<file path="src/rtl/bfm_apbtoahb.sv">
// -----------------------------------------------------------------------------
// bfm_apbtoahb
//   APB3 slave to AHB-Lite master bridge for the BFM/test subsystem.
//   Each APB access becomes exactly one single-beat, word-sized, non-locked
//   AHB-Lite transfer. Read data and the error response are returned on APB.
//
// Parameters
//   ADDR_OFFSET  added to PADDR to form HADDR (32-bit, carry discarded)
//   HPROT_VAL    constant HPROT value
//   Output delays are not modelled in this synthesizable description.
//
// Ports
//   HCLK, HRESET          clock (rising edge), async active-high reset
//   PSEL..PWDATA          APB3 slave request inputs
//   PRDATA/PREADY/PSLVERR APB3 response outputs, registered
//   HADDR..HWDATA         AHB-Lite master outputs, registered or constant
//   HRDATA/HREADY/HRESP   AHB-Lite master inputs
//   dbg_state_o           current FSM state (IDLE=0, ADDR=1, DATA=2, RESP=3)
//
// Handshake summary
//   APB: a setup phase (PSEL=1, PENABLE=0) seen in IDLE starts a transfer;
//   PREADY is high for exactly one cycle when the AHB data phase completes,
//   and PSLVERR is only meaningful in that cycle.
//   AHB: the address phase ends on the first cycle with HREADY=1 while
//   HTRANS=NONSEQ; the data phase ends on the next cycle with HREADY=1.
// -----------------------------------------------------------------------------
module bfm_apbtoahb #(
    parameter logic [31:0] ADDR_OFFSET = 32'h0,
    parameter logic [3:0]  HPROT_VAL   = 4'b0011
) (
    input  logic        HCLK,
    input  logic        HRESET,
    // APB slave side
    input  logic        PSEL,
    input  logic        PENABLE,
    input  logic        PWRITE,
    input  logic [31:0] PADDR,
    input  logic [31:0] PWDATA,
    output logic [31:0] PRDATA,
    output logic        PREADY,
    output logic        PSLVERR,
    // AHB-Lite master side
    output logic [31:0] HADDR,
    output logic [1:0]  HTRANS,
    output logic        HWRITE,
    output logic [2:0]  HSIZE,
    output logic [2:0]  HBURST,
    output logic [3:0]  HPROT,
    output logic        HMASTLOCK,
    output logic [31:0] HWDATA,
    input  logic [31:0] HRDATA,
    input  logic        HREADY,
    input  logic        HRESP,
    // debug
    output logic [1:0]  dbg_state_o
);

    localparam logic [1:0] ST_IDLE = 2'd0;
    localparam logic [1:0] ST_ADDR = 2'd1;
    localparam logic [1:0] ST_DATA = 2'd2;
    localparam logic [1:0] ST_RESP = 2'd3;

    localparam logic [1:0] TRANS_IDLE   = 2'b00;
    localparam logic [1:0] TRANS_NONSEQ = 2'b10;

    logic [1:0]  state_q,   state_d;
    logic [31:0] haddr_q,   haddr_d;
    logic [1:0]  htrans_q,  htrans_d;
    logic        hwrite_q,  hwrite_d;
    logic [31:0] wdata_q,   wdata_d;   // write data captured in the APB setup phase
    logic [31:0] hwdata_q,  hwdata_d;
    logic [31:0] prdata_q,  prdata_d;
    logic        pready_q,  pready_d;
    logic        pslverr_q, pslverr_d;

    always_comb begin
        state_d   = state_q;
        haddr_d   = haddr_q;
        htrans_d  = htrans_q;
        hwrite_d  = hwrite_q;
        wdata_d   = wdata_q;
        hwdata_d  = hwdata_q;
        prdata_d  = prdata_q;
        pready_d  = pready_q;
        pslverr_d = pslverr_q;

        case (state_q)
            ST_IDLE: begin
                if (PSEL && !PENABLE) begin
                    // Addition wraps at 2^32; the carry is intentionally dropped.
                    haddr_d  = PADDR + ADDR_OFFSET;
                    hwrite_d = PWRITE;
                    wdata_d  = PWDATA;
                    htrans_d = TRANS_NONSEQ;
                    state_d  = ST_ADDR;
                end
            end
            ST_ADDR: begin
                // Address phase is held until the bus accepts it.
                if (HREADY) begin
                    htrans_d = TRANS_IDLE;
                    hwdata_d = wdata_q;
                    state_d  = ST_DATA;
                end
            end
            ST_DATA: begin
                // The first ERROR cycle has HREADY=0 and is simply waited out;
                // the response is taken from the completing cycle.
                if (HREADY) begin
                    if (!hwrite_q) begin
                        prdata_d = HRDATA;
                    end
                    pslverr_d = HRESP;
                    pready_d  = 1'b1;
                    state_d   = ST_RESP;
                end
            end
            ST_RESP: begin
                // A setup phase seen here cannot belong to a new access, so it is ignored.
                pready_d  = 1'b0;
                pslverr_d = 1'b0;
                state_d   = ST_IDLE;
            end
            default: begin
                state_d = ST_IDLE;
            end
        endcase
    end

    always_ff @(posedge HCLK or posedge HRESET) begin
        if (HRESET) begin
            state_q   <= ST_IDLE;
            haddr_q   <= 32'h0;
            htrans_q  <= TRANS_IDLE;
            hwrite_q  <= 1'b0;
            wdata_q   <= 32'h0;
            hwdata_q  <= 32'h0;
            prdata_q  <= 32'h0;
            pready_q  <= 1'b0;
            pslverr_q <= 1'b0;
        end else begin
            state_q   <= state_d;
            haddr_q   <= haddr_d;
            htrans_q  <= htrans_d;
            hwrite_q  <= hwrite_d;
            wdata_q   <= wdata_d;
            hwdata_q  <= hwdata_d;
            prdata_q  <= prdata_d;
            pready_q  <= pready_d;
            pslverr_q <= pslverr_d;
        end
    end

    assign PRDATA      = prdata_q;
    assign PREADY      = pready_q;
    assign PSLVERR     = pslverr_q;
    assign HADDR       = haddr_q;
    assign HTRANS      = htrans_q;
    assign HWRITE      = hwrite_q;
    assign HWDATA      = hwdata_q;
    assign HSIZE       = 3'b010;
    assign HBURST      = 3'b000;
    assign HPROT       = HPROT_VAL;
    assign HMASTLOCK   = 1'b0;
    assign dbg_state_o = state_q;

endmodule
</file>
<file path="config.mk">
export PLATFORM = sky130hd
export DESIGN_NAME = bfm_apbtoahb
export DESIGN_NICKNAME = d
export VERILOG_FILES = /design/src/rtl/bfm_apbtoahb.sv
export SDC_FILE = /design/constraint.sdc
export NUM_CORES = 1
export LEC_CHECK = 0
export CORE_MARGIN = 10
export CORE_UTILIZATION = 35
export DETAILED_ROUTE_END_ITERATION = 10
export PLACE_DENSITY = 0.8
export SLEW_MARGIN = 40
export SYNTH_ARGS = -nofsm -noshare
export SYNTH_HDL_FRONTEND = slang
export SYNTH_SLANG_ARGS = --single-unit
</file>
<file path="constraint.sdc">
create_clock -name HCLK -period 4.2 [get_ports HCLK]
set_input_delay 0.63 -clock HCLK [delete_from_list [all_inputs] [get_ports HCLK]]
set_output_delay 0.63 -clock HCLK [all_outputs]
set_load 0.02 [all_outputs]
</file>
=== Word-level counts from Yosys, hierarchy flattened ===
Cells that the tools add are included.

* Equal/unequal tests: 6
* Muxes and demuxes: 11
* Bitwise operators: 1
* Reductions and logical operators: 11

{| class="wikitable"
|+ Operators with widths
! kind !! number
|-
| $mux W2 || 5
|-
| $reduce_and A3 Y1 || 3
|-
| $pmux W2 S4 || 1
|-
| $ne A2 B2 Y1 const B || 3
|-
| $reduce_and A2 Y1 || 3
|-
| $eq A2 B2 Y1 const B || 2
|-
| $pmux W1 S2 || 2
|-
| $pmux W2 S2 || 1
|-
| $reduce_bool A2 Y1 || 2
|-
| $eq A2 B1 Y1 const B || 1
|-
| $logic_not A2 Y1 || 1
|-
| $mux W1 || 2
|-
| $logic_and A1 B1 Y1 || 1
|-
| $logic_not A1 Y1 || 1
|-
| $not A1 Y1 || 1
|}

* Flip-flop bits (word level): 135
* Bits of input ports: 103
* Output and inout port bits: 114
* Logic and storage cells: 38

=== Longest topological paths before layout ===
* Depth after elaboration: 4
* Mapped depth: 6
* Gate-level depth less buffers: 5

=== Worst setup path after synthesis ===
OpenSTA, ideal clock, no wires.

* Kind: register to register
* From: register state_q[0], in the netlist dbg_state_o[0]
* To: register haddr_q[0], in the netlist HADDR[0]
* Library setup time: 0.125 ns
* Arrival time: 1.569 ns
* Required time: 4.075 ns
* Path slack: 2.507 ns
* Stages on the path, launching flop included: 7
* Path buffers: 2
* Period minus slack after synthesis: 1.693 ns
* Cells stage by stage: dfrtp_1 inv_1 ha_1 nand3b_1 buf_4 buf_6 mux2_2

* Word-level cells in the longest chain between the ends: 2

{| class="wikitable"
|+ RTL lines
! what !! line !! RTL
|-
| start, declared || 66 || <nowiki>logic [1:0] state_q, state_d;</nowiki>
|-
| start signal, assigned || 142 || <nowiki>state_q <= state_d;</nowiki>
|-
| $logic_not A2 Y1 || 87 || <nowiki>case (state_q)</nowiki>
|-
| $reduce_and A2 Y1 (no line) || - ||
|-
| end signal, assigned || 143 || <nowiki>haddr_q <= haddr_d;</nowiki>
|-
| end, declared || 67 || <nowiki>logic [31:0] haddr_q, haddr_d;</nowiki>
|}

No other way between the ends.
A chain may end at the register's enable or synchronous reset.

=== Worst setup path after layout ===
* From: register hwrite_q, in the netlist HWRITE
* To: output HWRITE

{| class="wikitable"
|+ RTL lines
! what !! line !! RTL
|-
| start, declared || 69 || <nowiki>logic hwrite_q, hwrite_d;</nowiki>
|-
| start signal, assigned || 145 || <nowiki>hwrite_q <= hwrite_d;</nowiki>
|-
| end, declared || 45 || <nowiki>output logic HWRITE,</nowiki>
|}

No word-level cell between the ends.

==> results_dict.tcl <==
set metrics [dict create \
    critical_path_class "flop to primary output" \
    ctsHoldBuffers 0 \
    drt_iter0_markers 82 \
    synth_area_mm2 0.00524 \
    drcViolationCount 0 \
    cts_setup_buffers 0 \
    path_buf_inv 1 \
    cts_repair_resize_count 0 \
    powerDensity_mw_per_mm2 837 \
    rows 44 \
    max_freq_ghz 0.465 \
    antenna_found_initial 0 \
    cp-end-kind "primary output" \
    crit_start "HWRITE" \
    grt_pass1_vias 3822 \
    ctsHtreeMaxLevel 4 \
    power_uw 6750 \
    hold_path_class "flop to flop" \
    dp_hpwl_um 9790 \
    status "finished, final reports clean" \
    cap_violations 0 \
    cp_cell_sequence "clkdlybuf4s50_1" \
    clkTransAtPathRegs_ns 0.05 \
    drt-pass1-iter-count 4 \
    path_delay_family "buffers and inverters" \
    required_ns 3.57 \
    slowest_stage "clkdlybuf4s50_1" \
    p_leak_uw 0.00350 \
    max_stage_delay_ns 0.67 \
    cts_tree "yes" \
    hold_start "wdata_q[6]" \
    hold_violations 0 \
    die_h_um 142 \
    syn_avg_cell_area_um2 16.4 \
    core_mm2 0.0146 \
    viasPerCell 4.61 \
    drive_gt1_share_pct 30.9 \
    wl_um 13100 \
    r2r_slack_ns 2.27 \
    n_antenna_cell 0 \
    finalWeightedCongestion 0.710 \
    finalNetCount 638 \
    r2r_end "HADDR[11]" \
    ant_nets 0 \
    cts_buffer_depth 2 \
    arrival_ns 1.52 \
    grt_use_total_pct 12.8 \
    min_period_ns 2.15 \
    fin_crit_sh_pct 51.2 \
    relSlewSlack_pct 54.3 \
    grt_start_max_net_pins 135 \
    wl_per_cell_um 18.1 \
    die-width_um 142 \
    root_buffer "clkbuf_16" \
    clk_latency_ns 0.41 \
    ys_ff_latch 134 \
    grt_setup_unrepaired "no" \
    vias 3350 \
    cts_inserted_buffers 17 \
    finalSetupViolations 0 \
    yosys_warnings 0 \
    numPortBuffers 204 \
    crit_path_start_kind "flop" \
    fin_setup_tns_ns 0 \
    ys_seq_area_share_pct 64.0 \
    fin_worst_skew_ns 0.00672 \
    grt_pass1_wl_um 20400 \
    die_area_mm2 0.0203 \
    io_pins 217 \
    ff2ff_path_depth 5 \
    syn_inst 319 \
    hold_depth 1 \
    initial_core_util_pct 35.9 \
    ir_worst_vdd_mv 0.383 \
    gr-total-overflow 0 \
    r2r_start "dbg_state_o[0]" \
    whs_endpoint "HWDATA[6]" \
    synth_cell_types 19 \
    syn2layout_area_growth_pct 54.0 \
    cts_sinks 134 \
    worst_slew_pin_slew_ns 0.686 \
    final-max-slew-violation-count 0 \
    critPathMaxFanout 3 \
]
-- worst reg2reg max path, stage by stage, from the launching register on --
cell and delay (ns):
dfrtp_1 0.40, inv_1 0.11, ha_1 0.26, nand3b_1 0.12, buf_4 0.48, mux2_2 0.45
-- cell type report --
| cell class | count | area, um2 |
|---|---|---|
| well taps | 184 | 230 |
| clock inverters | 11 | 195 |
| inverters | 6 | 26.3 |
| fillers | 1180 | 6520 |
| flip-flops and latches | 134 | 3350 |
| repair buffers | 207 | 2080 |
| multi-input cells | 164 | 1710 |
| clock buffers | 21 | 480 |
-- power by group --
part           total (uW)  leakage, uW  internal, uW  switching [uW]
Sequential           2290      0.00161          1950             336
Combinational        2810      0.00157          1540            1270
Clock                1660     0.000322          1120             538
Total                6750      0.00350          4610            2140
-- how the worst max path moves through the flow --
| stage | end | depth (start not counted) |
|---|---|---|
| after floorplan | HADDR[0] | 1 |
| after global placement | PRDATA[20] | 3 |
| after detailed placement | PRDATA[27] | 3 |
| after CTS | PRDATA[27] | 3 |
| after global routing | HWRITE | 1 |
| final | HWRITE | 1 |
-- synthesized netlist by cell type --
master	number	area, um2
buf_4	13	97.6
nand2b_1	1	6.26
nand3b_1	1	7.51
mux2i_1	2	20.0
nand3b_2	1	11.3
mux2_2	130	1460
dfrtp_1	134	3350
nand2_2	1	6.26
a2bb2oi_1	1	8.76
conb_1	2	7.51
nor2b_1	1	6.26
and2b_1	1	7.51
buf_2	4	20.0
inv_1	6	22.5
ha_1	5	62.6
nor2_1	3	11.3
o21ai_0	2	10.0
buf_6	8	90.1
a22o_1	3	26.3
-- kinds of logic after synthesis --
group / synth area share (%)
AND/OR/NAND/NOR: 1.08
adder cells (fa/ha/maj): 1.19
other: 0.143
flip-flops: 64.0
AO/OA/AOI/OAI: 0.860
buffers and inverters: 4.39
multiplexers: 28.3
-- registers in the layout, summed over array words and instances (netlist names) --
signal,flops
HADDR,32
HWDATA,32
PRDATA,32
wdata_q,32
dbg_state_o,2
HTRANS,1
HWRITE,1
PREADY,1
PSLVERR,1
-- cells in the final DEF, fill, tap and decap left out, types with 4 or more instances in the layout --
master and n:
bufinv_16 5, ha_1 5, clkbuf_16 17, inv_1 5, dfrtp_1 134, clkinvlp_4 4
mux2_2 130, clkbuf_8 4, conb_1 12, clkdlybuf4s50_1 204
-- metrics by stage --
stage / area [um2] / instances / util (%) / worst slack, ns / hold slack, ns
after detailed placement: 7380 / 695 / 50.6 / 1.55 / 0.492
after global placement: 7380 / 695 / 50.6 / 1.73 / 0.479
after floorplan: 5280 / 329 / - / 1.90 / 0.475
after global routing: 8070 / 727 / 55.3 / 1.99 / 0.511
final: 8070 / 727 / 55.3 / 2.05 / 0.500
after CTS: 8060 / 727 / 55.2 / 1.99 / 0.505
-- layer usage --
layer  wire [um]  vias to the layer above  global-route usage [%]
li1            -                     1510                       -
met1        4930                     1671                    13.8
met2        6370                      157                    20.5
met3        1670                       12                    7.31
met4         167                        0                    5.06
met5           0                        -                       0
Power figures use the tool's default switching activity.
